$ cat config.mk
export PLATFORM = sky130hd
export DESIGN_NAME = hacd_mc_axi_rd_arb
export DESIGN_NICKNAME = d
export VERILOG_FILES = /design/src/rtl/hacd_mc_axi_rd_arb.sv
export SDC_FILE = /design/constraint.sdc
export NUM_CORES = 1
export LEC_CHECK = 0
export CAP_MARGIN = 10
export CORE_AREA = 4 4 292 294
export DETAILED_ROUTE_END_ITERATION = 6
export DIE_AREA = 0 0 296 298
export PLACE_DENSITY_LB_ADDON = 0.12
export SLEW_MARGIN = 10
export SYNTH_ARGS = -nofsm -noshare
export SYNTH_HDL_FRONTEND = slang
export SYNTH_SLANG_ARGS = --single-unit
export TNS_END_PERCENT = 50
$ cat constraint.sdc
create_clock -name clk -period 2.1 [get_ports clk]
set_input_delay 0.63 -clock clk [delete_from_list [all_inputs] [get_ports clk]]
set_output_delay 0.63 -clock clk [all_outputs]
set_load 0.01 [all_outputs]
$ cat src/rtl/hacd_mc_axi_rd_arb.sv
// Two-requester round-robin AXI4 read arbiter in front of a single memory read port.
// One transaction outstanding at a time; R beats are steered to the owner and counted against arlen.
module hacd_mc_axi_rd_arb #(
  parameter int ADDR_W = 64,
  parameter int DATA_W = 256,
  parameter int LEN_W  = 8
) (
  input  logic                clk,
  input  logic                rst_n,
  input  logic [1:0]          s_arvalid,
  input  logic [2*ADDR_W-1:0] s_araddr,
  input  logic [2*LEN_W-1:0]  s_arlen,
  output logic [1:0]          s_arready,
  output logic [1:0]          s_rvalid,
  output logic [DATA_W-1:0]   s_rdata,
  output logic [1:0]          s_rresp,
  output logic                s_rlast,
  input  logic [1:0]          s_rready,
  output logic                m_arvalid,
  output logic [ADDR_W-1:0]   m_araddr,
  output logic [LEN_W-1:0]    m_arlen,
  input  logic                m_arready,
  input  logic                m_rvalid,
  input  logic [DATA_W-1:0]   m_rdata,
  input  logic [1:0]          m_rresp,
  input  logic                m_rlast,
  output logic                m_rready,
  output logic                busy,
  output logic                len_err
);

  typedef enum logic [1:0] {IDLE, ADDR, DATA} state_e;

  state_e             state_q, state_d;
  logic               gnt_q, last_gnt_q;
  logic [ADDR_W-1:0]  addr_q;
  logic [LEN_W-1:0]   len_q;
  logic [LEN_W:0]     beat_cnt_q;

  logic               win;
  logic               r_hs;
  logic               len_match;
  logic [1:0]         gnt_onehot;

  // With both requesting, the one that did not own the last transaction wins.
  assign win        = (&s_arvalid) ? ~last_gnt_q : s_arvalid[1];
  assign gnt_onehot = gnt_q ? 2'b10 : 2'b01;
  assign len_match  = (beat_cnt_q == {1'b0, len_q});
  assign r_hs       = (state_q == DATA) && m_rvalid && m_rready;

  // NOTE: every always_comb output gets a default first so no path can infer a latch.
  always_comb begin
    state_d   = state_q;
    m_arvalid = 1'b0;
    s_arready = 2'b00;
    s_rvalid  = 2'b00;
    m_rready  = 1'b0;
    s_rdata   = '0;
    s_rresp   = 2'b00;
    s_rlast   = 1'b0;
    len_err   = 1'b0;
    unique case (state_q)
      IDLE: begin
        if (|s_arvalid) state_d = ADDR;
      end
      ADDR: begin
        m_arvalid = 1'b1;
        s_arready = m_arready ? gnt_onehot : 2'b00;
        if (m_arready) state_d = DATA;
      end
      DATA: begin
        s_rvalid = m_rvalid ? gnt_onehot : 2'b00;
        m_rready = s_rready[gnt_q];
        s_rdata  = m_rdata;
        s_rresp  = m_rresp;
        s_rlast  = m_rlast;
        // Flag an rlast on the wrong beat, and the expected final beat arriving without rlast.
        len_err  = r_hs && (m_rlast ? !len_match : len_match);
        if (r_hs && m_rlast) state_d = IDLE;
      end
      default: state_d = IDLE;
    endcase
  end

  assign m_araddr = addr_q;
  assign m_arlen  = len_q;
  assign busy     = (state_q != IDLE);

  // NOTE: sequential state uses non-blocking assignments so all registers update from pre-edge values.
  always_ff @(posedge clk or negedge rst_n) begin
    if (!rst_n) begin
      state_q    <= IDLE;
      gnt_q      <= 1'b0;
      last_gnt_q <= 1'b1;
      addr_q     <= '0;
      len_q      <= '0;
      beat_cnt_q <= '0;
    end else begin
      state_q <= state_d;
      if (state_q == IDLE && (|s_arvalid)) begin
        gnt_q      <= win;
        addr_q     <= win ? s_araddr[2*ADDR_W-1:ADDR_W] : s_araddr[ADDR_W-1:0];
        len_q      <= win ? s_arlen[2*LEN_W-1:LEN_W] : s_arlen[LEN_W-1:0];
        beat_cnt_q <= '0;
      end
      if (r_hs) begin
        if (beat_cnt_q != '1) beat_cnt_q <= beat_cnt_q + 1'b1;
        if (m_rlast) last_gnt_q <= gnt_q;
      end
    end
  end

endmodule

Word-level counts from Yosys, hierarchy flattened
Index checks and enable logic that the tools add are counted.
- add/sub/neg operators: 1
- magnitude comparators: 1
- equal/unequal tests: 7
- multiplexer cells: 24
- bitwise operators: 1
- reduce and logical (&&, ||, !) cells: 12
- operators with widths (operator ; number):
    $mux W256 ; 1
    $mux W64 ; 1
    $mux W9 ; 3
    $mux W2 ; 9
    $add A9 B1 Y9 const B ; 1
    $eq A9 B8 Y1 ; 1
    $ne A9 B9 Y1 const B ; 1
    $mux W1 ; 8
    $mux W8 ; 1
    $pmux W2 S3 ; 1
    $logic_and A1 B1 Y1 ; 5
    $ne A2 B1 Y1 const B ; 2
    $reduce_and A2 Y1 ; 2
    $reduce_and A3 Y1 ; 1
    $eq A2 B1 Y1 const B ; 1
    $eq A2 B2 Y1 const B ; 1
    $logic_not A2 Y1 ; 1
    $lt A1 B2 Y1 const B ; 1
    $ne A2 B2 Y1 const B ; 1
    $reduce_bool A2 Y1 ; 1
    $reduce_or A2 Y1 ; 1
    $logic_not A1 Y1 ; 1
    $not A1 Y1 ; 1
- register bits: 85
- input port bits: 411
- output and inout port bits: 339
- word-level logic and storage cells: 52

Logic depth before layout (Yosys ltp)
- word-level depth: 7
- mapped depth: 9
- gate-level depth less buffers: 8

Least setup slack after synthesis
No wires, ideal clock.
- path type: reg-to-reg
- from: reg beat_cnt_q[0]
- to: reg beat_cnt_q[7]
- setup time: 0.077 ns
- arrival: 2.192 ns
- path slack: -0.169 ns
- stages on the path, launching flop included: 10
- clock period less this slack: 2.269 ns
- cells stage by stage: dfrtp_1 -> ha_1 -> and2_1 -> nand2_1 -> nor2_1 -> ha_1 -> or3_1 -> buf_2 -> or4_1 -> a21oi_1
- longest elaborated chain between the ends: 3
- ends and longest elaborated chain (item ; RTL line ; source):
    from (decl) ; 38 ; logic [LEN_W:0] beat_cnt_q;
    from (signal assigned) ; 107 ; if (beat_cnt_q != '1) beat_cnt_q <= beat_cnt_q + 1'b1;
    $add A9 B1 Y9 or $ne A9 B9 Y1 (tied branches) ; 107 ;
    $mux W9 * ; 107 ;
    $mux W9 * ; 106 ; if (r_hs) begin
Mark *: on every way between the ends. The rest lies on a longest branch, timed or not.
A chain may end at the register's enable or synchronous reset.

Worst setup path in the final report
- from: in s_rready[1]
- to: out len_err
- longest elaborated chain between the ends: 6
- ends and longest elaborated chain (item ; RTL line ; source):
    from (decl) ; 18 ; input logic [1:0] s_rready,
    $mux W1 (implied by the code) (2 in a row) ; 73 ; m_rready = s_rready[gnt_q];
    $mux W1 ; 62 ; unique case (state_q)
    $logic_and A1 B1 Y1 ; 49 ; assign r_hs = (state_q == DATA) && m_rvalid && m_rready;
    $logic_and A1 B1 Y1 ; 78 ; len_err = r_hs && (m_rlast ? !len_match : len_match);
    $mux W1 ; 62 ;
    to (decl) ; 29 ; output logic len_err
Every way passes these cells. The select of a mux whose other input is x is not followed.

==> out/metrics.cfg <==
[run_status]
status = complete, but fails checks
violations = negative setup slack

[worst_setup_path]
critPathLaunch = s_rready[1]
crit_path_end_kind = output port
rr_endpoint = beat_cnt_q[7]
arrival_ns = 2.10
r2r_start = beat_cnt_q[0]
critPathKind = in2out
start_kind = primary input
rr_worst_depth = 9
cp_max_fo = 5
ff2ff_setup_slack_ns = -0.08
required_ns = 1.47

[sta]
period_needed_ns = 2.73
post-route-period-util_pct = 130
hold_viol = 0
relSlewSlack_pct = 68.3
worstMarginPinSlew_ns = 0.470
fin_ws_ns = -0.632
fin_worst_skew_ns = 0.0131
rsz0062_at_grt = yes
clock.fmax_ghz = 0.366
slew_violations = 0
setup_viol = 270

[clock_network]
root_buffer = clkbuf_16
cts_buffer_depth = 2
numCtsBuffers = 9
cts_tree = built
cts_hold_buf = 0
path_clk_slew_ns = 0.08
htree_num_levels = 3
insertion_delay_ns = 0.38
cts_sinks = 85

[global_routing]
grt_max_degree = 49
grt_pass1_wl_um = 83100
grt_pass1_vias = 8466
gr-total-overflow = 0
gr-usage-all-layers_pct = 14.2
antenna_found_initial = 30

[placement]
portBuffers = 749
place_hpwl_um = 57700
placed_area_mm2 = 0.0157
finalWeightedCongestion = 0.925

[cells_and_area]
utilization_pct = 20.9
area_growth_pct = 200
nFillCells = 9134
final_nets = 1957
multi_input_area_mm2 = 0.00386
seq_area_mm2 = 0.00213
layout_common_cells = clkdlybuf4s50_1 (481), buf_6 (136), and2_1 (132)
fin_area_mm2 = 0.0173
layout_commonest_cell = clkdlybuf4s50_1
drive_gt1_share_pct = 37.2

[synthesis]
synth_cell_types = 31
yosysSeqAreaShare_pct = 36.9
synth_xor_area_share_pct = 1.52
synthMuxAreaShare_pct = 13.4
synthCells = 689
yosys_warnings = 0
synthArstFlopShare_pct = 100
synth_compound_area_share_pct = 7.14
avgSynthCellArea_um2 = 8.37
syn_area_mm2 = 0.00577
synth_edf_count = 0
synthAdderAreaFrac_pct = 0.434
synth_top_family_by_area = simple AND/OR/NAND/NOR gates
synth_simple_gate_area_share_pct = 37.0
syn_nets = 1102
synth_seq_cells = 85
synthFlopType = dfrtp_1

[floorplanning]
core_mm2 = 0.0829
num_rows = 106
die_x_um = 296
start_util_pct = 6.96
dieArea_mm2 = 0.0882
die_y_um = 298
io_pins = 750

[drt]
drt_iter0_markers = 301
wl_um = 67900
vias = 8212
viasPerCell = 3.10
drt_pass1_iterations = 4
drc = 0
drtAntennaViolNets = 0
wire_per_inst_um = 25.6

[flow_run]
drv_cap = 0

[min_path]
hold_path.class = in2async

[pwr]
total_leakage_power_uw = 0.00748
powerDensity_mw_per_mm2 = 983
worst_ir_drop_vdd_v = 0.000383

logic make-up (layout without fill, tap and decap cells):
group,Yosys count,after routing
other,0,18
buffers and inverters,55,915
DFF,85,85
and+or+nand+nor,380,380
xor gates and xnor gates,10,10
muxes,77,77
AOI/OAI and AO/OA,80,80
adders and majority gates,2,2
power by group:
part / switching [µW] / leakage [µW] / internal [µW]
logic: 5430 / 0.00627 / 7020
registers: 435 / 0.00106 / 2370
clock network: 897 / 0.000148 / 846
how the worst max path moves through the flow:
stage          depth (start not counted)  slack [ns]       endpoint
2_1_floorplan                          9       0.009  beat_cnt_q[7]
3_3_place_gp                           6       -0.80        len_err
3_5_place_dp                           5       -0.77       m_rready
4_1_cts                                6       -0.73        len_err
5_1_grt                                6       -0.74        len_err
6_report                               6       -0.63        len_err
routing by layer:
| layer | GRT usage [%] | up-vias | share of wire, % |
|---|---|---|---|
| met2 | 26.1 | 420 | 52 |
| met3 | 5.29 | 67 | 8.4 |
| met1 | 15.4 | 3751 | 37 |
| li1 | - | 3966 | - |
| met4 | 3.59 | 8 | 2.5 |
| met5 | 0 | - | 0.065 |
critical path: stages:
cell,delay (ns)
clkdlybuf4s50_1,0.48
mux2i_2,0.11
buf_12,0.16
or3_1,0.38
mux2i_4,0.19
buf_6,0.14
area by class of cell:
type / instances / share of cell area (%)
antenna: 18 / 0.260
multi-input combinational: 549 / 22.3
sequential: 85 / 12.3
clock buffer: 9 / 1.30
tap: 1080 / 7.81
clock inverter: 7 / 0.456
timing repair buffer: 899 / 55.5
sequential cells by signal (all words and copies together), names as in the netlist:
name	flops
beat_cnt_q	9
gnt_q	1
last_gnt_q	1
m_araddr	64
m_arlen	8
state_q	2
repair_timing:
action                                  CTS  global route
buffers inserted                          6            38
resized for setup                       589           654
pin swaps                                 6            67
endpoints found under the setup margin  278           281
cloned                                    4            14
cell usage after synthesis, drive strengths merged, types with 3 or more instances:
master / count / area share, %
clkbuf: 45 / 2.9
and2: 260 / 28
or3: 3 / 0.33
dfrtp: 84 / 36
o21ai: 74 / 6.4
and3: 3 / 0.33
mux2i: 76 / 13
buf: 10 / 0.69
nor2: 8 / 0.52
nor2b: 3 / 0.33
nand3: 7 / 0.61
xnor2: 9 / 1.4
nand2: 86 / 5.6
through the flow:
stage / total power (µW) / setup WS, ns / hold WS (ns) / TNS [ns] / instances
6_report: 17000 / -0.632 / 0.218 / -91.25 / 2647
5_1_grt: 18100 / -0.737 / 0.228 / -112.72 / 2631
4_1_cts: 15600 / -0.726 / 0.209 / -106.60 / 2584
3_5_place_dp: 13300 / -0.774 / 0.470 / -103.25 / 2558
3_3_place_gp: 13400 / -0.804 / 0.461 / -103.20 / 2558
2_1_floorplan: 6080 / 0.00911 / 0.334 / 0 / 689
(Power assumes the default switching activity.)
